[config.mk]
export PLATFORM = sky130hd
export DESIGN_NAME = opentdc_wb_mc
export DESIGN_NICKNAME = d
export VERILOG_FILES = /design/src/rtl/opentdc_pkg.sv /design/src/rtl/opentdc_sfifo.sv /design/src/rtl/opentdc_wb_mc.sv
export SDC_FILE = /design/constraint.sdc
export NUM_CORES = 1
export LEC_CHECK = 0
export ABC_AREA = 0
export CORE_MARGIN = 3
export CORE_UTILIZATION = 40
export CTS_BUF_LIST = sky130_fd_sc_hd__clkbuf_8 sky130_fd_sc_hd__clkbuf_16
export DETAILED_ROUTE_END_ITERATION = 8
export GPL_TIMING_DRIVEN = 1
export SLEW_MARGIN = 20
export SYNTH_ARGS = -nofsm -noshare
export SYNTH_HDL_FRONTEND = slang
export SYNTH_SLANG_ARGS = --single-unit
export TNS_END_PERCENT = 5
[constraint.sdc]
create_clock -name wb_clk_i -period 14.8 [get_ports wb_clk_i]
set_clock_uncertainty 0.15 [all_clocks]
set_input_delay 2.96 -clock wb_clk_i [delete_from_list [all_inputs] [get_ports wb_clk_i]]
set_output_delay 2.96 -clock wb_clk_i [all_outputs]
set_load 0.03 [all_outputs]
[src/rtl/opentdc_pkg.sv]
// Shared constants for the multi-channel Wishbone TDC: register map,
// register bit positions, event entry layout and the pulse FSM states.
package opentdc_pkg;

    // Width of the channel number field in an event entry
    localparam int unsigned CHAN_W = 4;

    // Register word addresses (wbs_adr_i[4:2])
    localparam logic [2:0] ADR_STATUS   = 3'd0;
    localparam logic [2:0] ADR_CTRL     = 3'd1;
    localparam logic [2:0] ADR_TIME     = 3'd2;
    localparam logic [2:0] ADR_EVENT    = 3'd3;
    localparam logic [2:0] ADR_OUT_TIME = 3'd4;
    localparam logic [2:0] ADR_OUT_CTRL = 3'd5;

    // STATUS bit positions
    localparam int unsigned ST_EMPTY     = 0;
    localparam int unsigned ST_FULL      = 1;
    localparam int unsigned ST_OVF       = 2;
    localparam int unsigned ST_COUNT_LSB = 16;

    // CTRL bit positions (write-one actions)
    localparam int unsigned CTRL_OVF_CLR  = 16;
    localparam int unsigned CTRL_TIME_CLR = 31;

    // OUT_CTRL bit positions
    localparam int unsigned OCTRL_ARM = 0;

    // Event entry field offsets
    localparam int unsigned EV_VALID    = 31;
    localparam int unsigned EV_CHAN_LSB = 27;

    // One-shot output pulse sequencer
    typedef enum logic [1:0] {
        PULSE_IDLE   = 2'd0,
        PULSE_ARMED  = 2'd1,
        PULSE_ACTIVE = 2'd2
    } pulse_state_e;

endpackage

[src/rtl/opentdc_sfifo.sv]
// Synchronous FIFO with occupancy count. A push while full is accepted
// only when a pop happens in the same cycle; a pop while empty is ignored.
module opentdc_sfifo #(
    parameter int unsigned WIDTH = 28,
    parameter int unsigned DEPTH = 16
) (
    input  logic                       clk_i,
    input  logic                       rst_i,
    input  logic                       push_i,
    input  logic [WIDTH-1:0]           data_i,
    input  logic                       pop_i,
    output logic [WIDTH-1:0]           data_o,
    output logic                       full_o,
    output logic                       empty_o,
    output logic [$clog2(DEPTH):0]     count_o
);

    localparam int unsigned AW    = $clog2(DEPTH);
    localparam int unsigned CNT_W = AW + 1;
    localparam logic [AW-1:0]    PTR_ONE  = AW'(1);
    localparam logic [CNT_W-1:0] CNT_ONE  = CNT_W'(1);
    localparam logic [CNT_W-1:0] CNT_FULL = CNT_W'(DEPTH);

    logic [WIDTH-1:0] mem_q [DEPTH];
    logic [AW-1:0]    wr_ptr_q, wr_ptr_d;
    logic [AW-1:0]    rd_ptr_q, rd_ptr_d;
    logic [CNT_W-1:0] count_q, count_d;
    logic             do_push, do_pop;

    assign full_o  = (count_q == CNT_FULL);
    assign empty_o = (count_q == '0);
    assign count_o = count_q;
    assign data_o  = mem_q[rd_ptr_q];

    assign do_pop  = pop_i & ~empty_o;
    assign do_push = push_i & (~full_o | do_pop);

    // Pointer and occupancy next-state
    always_comb begin
        wr_ptr_d = wr_ptr_q;
        rd_ptr_d = rd_ptr_q;
        count_d  = count_q;
        if (do_push) wr_ptr_d = wr_ptr_q + PTR_ONE;
        if (do_pop)  rd_ptr_d = rd_ptr_q + PTR_ONE;
        case ({do_push, do_pop})
            2'b10:   count_d = count_q + CNT_ONE;
            2'b01:   count_d = count_q - CNT_ONE;
            default: count_d = count_q;
        endcase
    end

    // Pointer and occupancy registers
    always_ff @(posedge clk_i or posedge rst_i) begin
        if (rst_i) begin
            wr_ptr_q <= '0;
            rd_ptr_q <= '0;
            count_q  <= '0;
        end else begin
            wr_ptr_q <= wr_ptr_d;
            rd_ptr_q <= rd_ptr_d;
            count_q  <= count_d;
        end
    end

    // Storage array; contents are don't-care until written
    always_ff @(posedge clk_i) begin
        if (do_push) mem_q[wr_ptr_q] <= data_i;
    end

endmodule

[src/rtl/opentdc_wb_mc.sv]
// Multi-channel Wishbone TDC front-end: synchronises pad inputs, stamps
// rising edges with a free-running counter, queues them in a shared FIFO
// and drives a programmable one-shot pulse on out_o.
module opentdc_wb_mc
    import opentdc_pkg::*;
#(
    parameter int unsigned NCHAN      = 3,
    parameter int unsigned TS_W       = 24,
    parameter int unsigned FIFO_DEPTH = 16,
    parameter int unsigned OUT_PULSE  = 4
) (
    input  logic             wb_clk_i,
    input  logic             wb_rst_i,
    input  logic             wbs_stb_i,
    input  logic             wbs_cyc_i,
    input  logic             wbs_we_i,
    input  logic [3:0]       wbs_sel_i,
    input  logic [31:0]      wbs_dat_i,
    input  logic [31:0]      wbs_adr_i,
    output logic             wbs_ack_o,
    output logic [31:0]      wbs_dat_o,
    input  logic [NCHAN-1:0] inp_i,
    output logic             out_o,
    output logic             irq_o
);

    localparam int unsigned CNT_W = $clog2(FIFO_DEPTH) + 1;
    localparam int unsigned FW    = CHAN_W + TS_W;
    localparam int unsigned PC_W  = (OUT_PULSE > 1) ? $clog2(OUT_PULSE) : 1;
    localparam logic [TS_W-1:0] TS_ONE = TS_W'(1);
    localparam logic [PC_W-1:0] PC_ONE = PC_W'(1);

    // ------------------------------------------------------------------
    // Declarations
    // ------------------------------------------------------------------
    logic [TS_W-1:0]   time_q, time_d;
    logic [NCHAN-1:0]  en_q, en_d;
    logic [TS_W-1:0]   out_time_q, out_time_d;
    logic              ovf_q, ovf_d, ovf_set;
    logic [NCHAN-1:0]  rise, rise_en;
    logic [NCHAN-1:0]  pending_q, pending_d;
    logic [TS_W-1:0]   ts_q [NCHAN];
    logic [TS_W-1:0]   ts_d [NCHAN];

    logic              push_req;
    logic [CHAN_W-1:0] push_chan;
    logic [TS_W-1:0]   push_ts;

    logic              fifo_pop, fifo_full, fifo_empty;
    logic [FW-1:0]     fifo_rdata;
    logic [CNT_W-1:0]  fifo_count;

    logic              ack_q, ack_d;
    logic [31:0]       dat_q, dat_d;
    logic              irq_q, irq_d;
    logic              out_q, out_d;

    logic              wb_req, wb_acc, wb_wr, wb_rd;
    logic [2:0]        wb_adr;
    logic              ctrl_wr, time_clr, ovf_clr, arm_wr;
    logic [31:0]       rd_data;
    logic [31:0]       event_entry;

    pulse_state_e      state_q, state_d;
    logic [PC_W-1:0]   pcnt_q, pcnt_d;

    logic              unused_bits;
    assign unused_bits = ^{wbs_adr_i[31:5], wbs_adr_i[1:0], wbs_dat_i, wbs_sel_i};

    // ------------------------------------------------------------------
    // Wishbone decode: one access per ack, ack never back-to-back
    // ------------------------------------------------------------------
    assign wb_req   = wbs_stb_i & wbs_cyc_i;
    assign wb_acc   = wb_req & ~ack_q;
    assign wb_wr    = wb_acc & wbs_we_i;
    assign wb_rd    = wb_acc & ~wbs_we_i;
    assign wb_adr   = wbs_adr_i[4:2];
    assign ctrl_wr  = wb_wr & (wb_adr == ADR_CTRL);
    assign time_clr = ctrl_wr & wbs_sel_i[3] & wbs_dat_i[CTRL_TIME_CLR];
    assign ovf_clr  = ctrl_wr & wbs_sel_i[2] & wbs_dat_i[CTRL_OVF_CLR];
    assign arm_wr   = wb_wr & (wb_adr == ADR_OUT_CTRL) & wbs_sel_i[0];
    assign fifo_pop = wb_rd & (wb_adr == ADR_EVENT) & ~fifo_empty;

    // ------------------------------------------------------------------
    // Per-channel synchroniser and rising-edge detect
    // ------------------------------------------------------------------
    for (genvar g = 0; g < NCHAN; g++) begin : g_chan
        logic s1_q, s2_q, s3_q;

        // Two sync stages plus a history stage for edge detection
        always_ff @(posedge wb_clk_i or posedge wb_rst_i) begin
            if (wb_rst_i) begin
                s1_q <= 1'b0;
                s2_q <= 1'b0;
                s3_q <= 1'b0;
            end else begin
                s1_q <= inp_i[g];
                s2_q <= s1_q;
                s3_q <= s2_q;
            end
        end

        assign rise[g] = s2_q & ~s3_q;
    end

    assign rise_en = rise & en_q;

    // ------------------------------------------------------------------
    // Fixed-priority arbiter: lowest pending channel pushes first
    // ------------------------------------------------------------------
    always_comb begin
        push_req  = 1'b0;
        push_chan = '0;
        push_ts   = '0;
        for (int unsigned i = 0; i < NCHAN; i++) begin
            if (pending_q[i] && !push_req) begin
                push_req  = 1'b1;
                push_chan = CHAN_W'(i);
                push_ts   = ts_q[i];
            end
        end
    end

    // Pending/timestamp capture and overflow detection
    always_comb begin
        pending_d = pending_q;
        ovf_set   = push_req & fifo_full & ~fifo_pop;
        for (int unsigned i = 0; i < NCHAN; i++) begin
            ts_d[i] = ts_q[i];
        end
        for (int unsigned i = 0; i < NCHAN; i++) begin
            // The arbitrated channel leaves pending whether pushed or dropped
            if (push_req && (push_chan == CHAN_W'(i))) pending_d[i] = 1'b0;
            if (rise_en[i]) begin
                if (pending_q[i]) begin
                    ovf_set = 1'b1;
                end else begin
                    pending_d[i] = 1'b1;
                    ts_d[i]      = time_q;
                end
            end
        end
        if (ovf_set)      ovf_d = 1'b1;
        else if (ovf_clr) ovf_d = 1'b0;
        else              ovf_d = ovf_q;
    end

    opentdc_sfifo #(
        .WIDTH (FW),
        .DEPTH (FIFO_DEPTH)
    ) u_fifo (
        .clk_i   (wb_clk_i),
        .rst_i   (wb_rst_i),
        .push_i  (push_req),
        .data_i  ({push_chan, push_ts}),
        .pop_i   (fifo_pop),
        .data_o  (fifo_rdata),
        .full_o  (fifo_full),
        .empty_o (fifo_empty),
        .count_o (fifo_count)
    );

    // ------------------------------------------------------------------
    // Time counter and writable registers
    // ------------------------------------------------------------------
    always_comb begin
        time_d     = time_clr ? '0 : (time_q + TS_ONE);
        en_d       = en_q;
        out_time_d = out_time_q;
        for (int unsigned i = 0; i < NCHAN; i++) begin
            if (ctrl_wr && wbs_sel_i[i / 8]) en_d[i] = wbs_dat_i[i];
        end
        for (int unsigned i = 0; i < TS_W; i++) begin
            if (wb_wr && (wb_adr == ADR_OUT_TIME) && wbs_sel_i[i / 8]) out_time_d[i] = wbs_dat_i[i];
        end
    end

    // ------------------------------------------------------------------
    // Read data mux and event entry formatting
    // ------------------------------------------------------------------
    always_comb begin
        event_entry                                = '0;
        event_entry[EV_VALID]                      = 1'b1;
        event_entry[EV_CHAN_LSB +: CHAN_W]         = fifo_rdata[FW-1 -: CHAN_W];
        event_entry[TS_W-1:0]                      = fifo_rdata[TS_W-1:0];

        rd_data = '0;
        case (wb_adr)
            ADR_STATUS: begin
                rd_data[ST_COUNT_LSB +: 16] = 16'(fifo_count);
                rd_data[ST_OVF]             = ovf_q;
                rd_data[ST_FULL]            = fifo_full;
                rd_data[ST_EMPTY]           = fifo_empty;
            end
            ADR_CTRL:     rd_data = 32'(en_q);
            ADR_TIME:     rd_data = 32'(time_q);
            ADR_EVENT:    rd_data = fifo_empty ? '0 : event_entry;
            ADR_OUT_TIME: rd_data = 32'(out_time_q);
            ADR_OUT_CTRL: rd_data[OCTRL_ARM] = (state_q == PULSE_ARMED);
            default:      rd_data = '0;
        endcase

        ack_d = wb_acc;
        dat_d = wb_rd ? rd_data : '0;
        irq_d = ~fifo_empty;
    end

    // ------------------------------------------------------------------
    // Pulse sequencer: IDLE -> ARMED -> ACTIVE(OUT_PULSE cycles) -> IDLE
    // ------------------------------------------------------------------
    always_comb begin
        state_d = state_q;
        pcnt_d  = pcnt_q;
        case (state_q)
            PULSE_IDLE: begin
                if (arm_wr && wbs_dat_i[OCTRL_ARM]) state_d = PULSE_ARMED;
            end
            PULSE_ARMED: begin
                if (arm_wr && !wbs_dat_i[OCTRL_ARM]) begin
                    state_d = PULSE_IDLE;
                end else if (time_q == out_time_q) begin
                    state_d = PULSE_ACTIVE;
                    pcnt_d  = PC_W'(OUT_PULSE - 1);
                end
            end
            PULSE_ACTIVE: begin
                if (pcnt_q == '0) state_d = PULSE_IDLE;
                else              pcnt_d  = pcnt_q - PC_ONE;
            end
            default: state_d = PULSE_IDLE;
        endcase
        out_d = (state_d == PULSE_ACTIVE);
    end

    // ------------------------------------------------------------------
    // State registers
    // ------------------------------------------------------------------
    // Counter, configuration, capture and WB response registers
    always_ff @(posedge wb_clk_i or posedge wb_rst_i) begin
        if (wb_rst_i) begin
            time_q     <= '0;
            en_q       <= '0;
            out_time_q <= '0;
            ovf_q      <= 1'b0;
            pending_q  <= '0;
            for (int unsigned i = 0; i < NCHAN; i++) ts_q[i] <= '0;
            ack_q      <= 1'b0;
            dat_q      <= '0;
            irq_q      <= 1'b0;
            out_q      <= 1'b0;
            state_q    <= PULSE_IDLE;
            pcnt_q     <= '0;
        end else begin
            time_q     <= time_d;
            en_q       <= en_d;
            out_time_q <= out_time_d;
            ovf_q      <= ovf_d;
            pending_q  <= pending_d;
            for (int unsigned i = 0; i < NCHAN; i++) ts_q[i] <= ts_d[i];
            ack_q      <= ack_d;
            dat_q      <= dat_d;
            irq_q      <= irq_d;
            out_q      <= out_d;
            state_q    <= state_d;
            pcnt_q     <= pcnt_d;
        end
    end

    assign wbs_ack_o = ack_q;
    assign wbs_dat_o = dat_q;
    assign irq_o     = irq_q;
    assign out_o     = out_q;

endmodule

Yosys cells after proc, flatten, opt, wreduce, memory -nomap -nowiden
Memories as Yosys holds them, arrays and structs flattened.
Cells that the tools add are included.
Widths: inputs -> output; s select.
{"block": "word_totals", "register_bits": 188, "latch_bits": 0, "ramBits": 448, "rom_bits": 0, "out_inout_bits": 35, "memories": 1}
{"block": "classes", "n_addsub": 6, "n_mul": 0, "n_div": 0, "order_cmp": 0, "n_eq_ne": 17, "shifts": 0, "muxes": 44, "bitwise_logic": 33, "reduce_logical": 27}
{"name": "u_fifo.mem_q", "words": 16, "width": 28, "rd": 1, "rd_ports_with_merged_regs": 0, "wr": 1, "line": "opentdc_sfifo.sv:24", "source": "logic [WIDTH-1:0] mem_q [DEPTH];"}
{"op": "$mux 24", "n": 4}
{"op": "$mux 32", "n": 2}
{"op": "$pmux 16 s4", "n": 1}
{"op": "$pmux 13 s3", "n": 1}
{"op": "$add 24x1->24 const B", "n": 1}
{"op": "$eq 24x24->1", "n": 1}
{"op": "$mux 1", "n": 23}
{"op": "$and 1x1->1", "n": 20}
{"op": "$mux 2", "n": 7}
{"op": "$logic_and 1x1->1", "n": 12}
{"op": "$not 1->1", "n": 11}
{"op": "$pmux 2 s5", "n": 1}
{"op": "$pmux 5 s2", "n": 1}
{"op": "$add 4x1->4 const B", "n": 2}
{"op": "$eq 2x2->1 const B", "n": 3}
{"op": "$eq 3x2->1 const B", "n": 2}
{"op": "$eq 3x3->1 const B", "n": 2}
{"op": "$pmux 1 s6", "n": 1}
{"op": "$pmux 2 s3", "n": 1}
{"op": "$reduce_and 2->1", "n": 3}
{"op": "$reduce_bool 2->1", "n": 3}
{"op": "$add 5x1->5 const B", "n": 1}
{"op": "$eq 5x5->1 const B", "n": 1}
{"op": "$logic_not 5->1", "n": 1}
{"op": "other kinds (17)", "n": 22}

Depth between registers and ports, before layout
{"block": "depth", "ltp_word": 16, "ltp_mapped": 11}

Modules after synthesis
From an unflattened synthesis, not the netlist that was laid out.
{"block": "hier_totals", "cells_unflattened": 1472, "area_unflattened_um2": 25682.1}
{"module": "opentdc_sfifo", "n_inst": 1, "cells_each": 784, "area_each_um2": 17690.7}
{"module": "opentdc_wb_mc", "n_inst": 1, "cells_each": 688, "area_each_um2": 7991.4}

Least setup slack after synthesis
No wires, ideal clock.
{"block": "synth_timing", "kind": "in2reg", "startpoint": "input port wbs_we_i", "endpoint": "memory u_fifo.mem_q[3][0], enable pin", "t_arrival_ps": 5854, "t_required_ps": 14208, "slack_ps": 8354, "stages": 5, "path_cell_list": "and4bb_2 o211ai_4 a21oi_1 nand2_1 nor3_1"}
{"block": "synth_between", "elab_chain_cells": 9}
{"item": "start, declared", "line": "opentdc_wb_mc.sv:16", "source": "input logic wbs_we_i,"}
{"item": "$not 1->1", "line": "opentdc_wb_mc.sv:76", "source": "assign wb_rd = wb_acc & ~wbs_we_i;"}
{"item": "$and 1x1->1", "line": "opentdc_wb_mc.sv:76"}
{"item": "$and 1x1->1 (2 in a row)", "line": "opentdc_wb_mc.sv:82", "source": "assign fifo_pop = wb_rd & (wb_adr == ADR_EVENT) & ~fifo_empty;"}
{"item": "$and 1x1->1", "line": "opentdc_sfifo.sv:35", "source": "assign do_pop = pop_i & ~empty_o;"}
{"item": "$or 1x1->1", "line": "opentdc_sfifo.sv:36", "source": "assign do_push = push_i & (~full_o | do_pop);"}
{"item": "$and 1x1->1", "line": "opentdc_sfifo.sv:36"}
{"item": "$mux 1", "line": "opentdc_sfifo.sv:67", "source": "if (do_push) mem_q[wr_ptr_q] <= data_i;"}
{"item": "$mux 1 (implied by the code)", "line": "opentdc_sfifo.sv:67"}
{"item": "end, declared", "line": "opentdc_sfifo.sv:24"}
No other way between the ends.

Final worst setup path
{"block": "layout_timing", "startpoint": "input port wbs_adr_i[3]", "endpoint": "memory u_fifo.mem_q[7][1], enable pin"}
{"block": "layout_between", "elab_chain_cells": 8}
{"item": "start, declared", "line": "opentdc_wb_mc.sv:19", "source": "input logic [31:0] wbs_adr_i,"}
{"item": "$eq 3x2->1", "line": "opentdc_wb_mc.sv:82"}
{"item": "$and 1x1->1 (2 in a row)", "line": "opentdc_wb_mc.sv:82"}
{"item": "$and 1x1->1", "line": "opentdc_sfifo.sv:35"}
{"item": "$or 1x1->1", "line": "opentdc_sfifo.sv:36"}
{"item": "$and 1x1->1", "line": "opentdc_sfifo.sv:36"}
{"item": "$mux 1", "line": "opentdc_sfifo.sv:67"}
{"item": "$mux 1 (implied by the code)", "line": "opentdc_sfifo.sv:67"}
No other way between the ends.

==> impl_metrics.toml <==
[run_status]
status = "completed"

[pwr]
pwr-share-comb_pct = 14.2
p_int_mw = 3.069
leakagePower_nw = 9.303
p_switching_mw = 1.048
power_frac_clock_pct = 35.8
seqPwrFrac_pct = 50.0
powerDensity_mw_per_mm2 = 146.5
vdd_drop_max_mv = 0.09841
swShare_pct = 25.45

[floorplan]
die_w_um = 252.4
initial_utilization_pct = 40.77
coreArea_mm2 = 0.05958
pin_count = 111
die_area_mm2 = 0.06372
die_y_um = 252.4
num_rows = 89

[sta]
rsz0062_at_grt = "false"
tightest_slew_ns = 1.107
setup_viol = 0
final_max_slew_viol_count = 0
fin_ws_ns = 8.169
slew_headroom_pct = 26.22
finalHoldViolCount = 0
tns_ns = 0
hold_ws_ns = 0.2017
min_period_over_period_pct = 44.81
layout_min_cycle_time_ns = 6.631
fmax_ghz = 0.1508

[clock_tree]
holdBufCountCts = 0
cts-root-buf = "clkbuf_16"
cts_sinks = 599
htree_num_levels = 2
cts_resized = 0
cts_setup_buffers = 0
cts_tree = "yes"
worstSkewPairLatency_ns = 0.63
clk_pin_slew_ns = 0.06
cts.path.max_buffers = 3
cts_buffers = 58

[global_routing]
antenna_found_initial = 0
grt_pass1_vias = 13155
grt_max_degree = 114
grt.overflow.total = 0
grt_usage_pct = 17.24
grt_pass1_wl_mm = 82.09

[synth]
synth-compound-area-share_pct = 3.982
synth-edff-count = 416
synth_mux_area_share_pct = 16.78
synthXorXnorAreaFrac_pct = 1.911
ys.warnings.count = 0
synthCells = 1413
synth_top_family_by_area = "multiplexers"
synth_cell_type_count = 56
synth_fa_ha_area_share_pct = 0.5975
netlist_area_mm2 = 0.02429
seq_area_frac_synth_pct = 70.28
synth_ff_type = "edfxtp_1"
synth_simple_gate_area_share_pct = 4.445
async_flop_share_pct = 30.55
synth-seq-cells = 599
avgSynthCellArea_um2 = 17.19

[min_path]
min_from = "g_chan[0].s1_q"
hold_path.class = "reg2reg"
holdPathStages = 0
hold_end = "g_chan[0].s2_q"

[cells_and_area]
antenna_cells = 0
syn_to_final_growth_pct = 15.73
final_cells = 2315
drive_gt1_share_pct = 25.81
final_util_pct = 47.19
nFillCells = 5024
nNetsFinal = 1581

[job]
cap_violations = 0

[place]
place.port_buffers = 69
placed_cells = 2204
dp_hpwl_mm = 31.68
pre_cts_slack_ns = 7.450
globalplace.congestion = 0.7721

[route]
drc = 0
wl_per_cell_um = 23.46
routed_wl_mm = 54.31
firstDrtPassIters = 5
drtIter0Drc = 957
drt-vias-per-instance = 5.467
ant_nets = 0
vias = 12657

[worst_setup_path]
cp_cell_sequence = "clkdlybuf4s50_1 -> and3b_1 -> o211ai_4 -> a21oi_1 -> nand2_1 -> nor2_4"
cp.required_ns = 14.89
crit_fanout = 27
startpoint_type = "input pin"
cp_data_arrival_time_ns = 6.72
slowest_delay_ns = 0.94
critPathSlowestCell = "nor2_4"
r2r_setup_slack_ns = 10.95
reg2reg_to = "u_fifo.count_o[4]"
worstSetupEndpointType = "register"
ff2ff_path_depth = 10
r2r_start = "u_fifo.count_o[0]"
worst-setup-path-type = "in2reg"
-- power groups by stage --
stage | logic [mW] | registers (mW) | clock network, mW
2_1_floorplan | 0.488 | 2.01 | 0
3_3_place_gp | 0.583 | 2.08 | 0
3_5_place_dp | 0.594 | 2.09 | 0
4_1_cts | 0.596 | 2.06 | 1.51
5_1_grt | 0.641 | 2.08 | 1.58
6_report | 0.585 | 2.06 | 1.47
-- logic make-up (layout without fill, tap and decap cells) --
| family | count (synthesis) | after routing |
|---|---|---|
| AO/OA/AOI/OAI | 155 | 155 |
| flip-flops | 599 | 599 |
| other | 1 | 5 |
| XOR/XNOR | 53 | 53 |
| multiplexers | 261 | 261 |
| buffers and inverters | 117 | 242 |
| adder cells (fa/ha/maj) | 11 | 11 |
| AND/OR/NAND/NOR | 216 | 216 |
-- worst max-delay path, delay by kind of cell --
kind | cells | cell delay (ns)
AOI/OAI and AO/OA | 2 | 1.09
buffers and inverters | 1 | 0.92
and+or+nand+nor | 3 | 1.70
-- layout by cell type, fill, tap and decap left out, drive strengths merged, types with 10 or more instances in the layout --
master         count
edfxtp           416
mux2             124
clkinv            20
ha                10
mux2i             33
xor2              16
clkbuf            64
nand4             10
nor3              12
nand2             54
mux4             104
nand3             10
nor2b             11
a22oi             40
buf               49
xnor2             37
clkdlybuf4s50     69
o22ai             23
a21oi             40
o21ai             36
nor2              72
dfrtp            183
inv               32
-- final cells by class --
cell class | count | area [um^2] | share of cell area [%]
clock buffers | 64 | 1534 | 5.457
inverters | 16 | 70.07 | 0.2492
clock inverters | 44 | 397.9 | 1.415
repair buffers | 118 | 1139 | 4.050
multi-input cells | 701 | 6917 | 24.60
flip-flops and latches | 599 | 17090 | 60.78
well taps | 773 | 967.2 | 3.440
-- state kept, by name, summed over array words and instances, names as in the netlist, 2 cells and up --
| signal | cells |
|---|---|
| pcnt_q | 2 |
| out_time_q | 24 |
| pending_q | 3 |
| g_chan.s2_q | 3 |
| u_fifo.rd_ptr_q | 4 |
| ts_q | 72 |
| time_q | 24 |
| u_fifo.wr_ptr_q | 4 |
| wbs_dat_o | 27 |
| g_chan.s3_q | 3 |
| g_chan.s1_q | 3 |
| u_fifo.count_o | 5 |
| u_fifo.mem_q | 416 |
| en_q | 3 |
| state_q | 2 |
-- cells in the mapped netlist (3+ instances only) --
library cell	instances	area (um^2)
nand4_1	10	62.56
nand4b_1	4	35.03
buf_1	14	52.55
nand3_1	10	50.05
nor3b_1	3	22.52
buf_2	18	90.09
and2_1	7	43.79
and3_1	4	25.02
mux2_2	122	1374
nor2b_1	11	68.82
nor4bb_1	3	30.03
mux4_2	104	2342
a221oi_1	3	26.28
nor3_1	11	55.05
clkbuf_1	64	240.2
nor4_1	5	31.28
nand2b_1	8	50.05
dfrtp_1	183	4579
edfxtp_1	416	12490
buf_4	5	37.54
o22ai_1	23	143.9
mux2i_1	33	330.3
a22oi_1	40	300.3
or3_1	4	25.02
inv_1	15	56.30
o21ai_0	36	180.2
xor2_1	16	140.1
nor2_1	71	266.5
nand2_1	54	202.7
xnor2_1	37	324.1
ha_1	10	125.1
a21oi_1	40	200.2
-- per-layer routing --
layer  GRT usage (%)  part of all wire, %  vias up
li1                -                    -     5587
met3           3.313                  5.3       83
met1           24.08                   44     6676
met5               0                    0        -
met4           4.977                  2.4        0
met2           27.77                   48      311
-- through the flow --
stage / total power [mW] / area (um^2)
floorplan: 2.499 / 24310
global placement: 2.667 / 26070
detailed placement: 2.686 / 26100
CTS: 4.158 / 28030
global route: 4.296 / 28110
finish: 4.117 / 28110
-- worst max path at each step --
stage / startpoint / endpoint / cells past startpoint
3_3_place_gp: wbs_adr_i[3] / u_fifo.mem_q[15][6] / 6
6_report: wbs_adr_i[3] / u_fifo.mem_q[7][1] / 6
2_1_floorplan: wb_rst_i / en_q[0] / 1
3_5_place_dp: wbs_adr_i[3] / u_fifo.mem_q[12][9] / 6
4_1_cts: wbs_adr_i[3] / u_fifo.mem_q[7][16] / 6
5_1_grt: wbs_adr_i[3] / u_fifo.mem_q[7][13] / 6
Power figures use the tool's default switching activity.
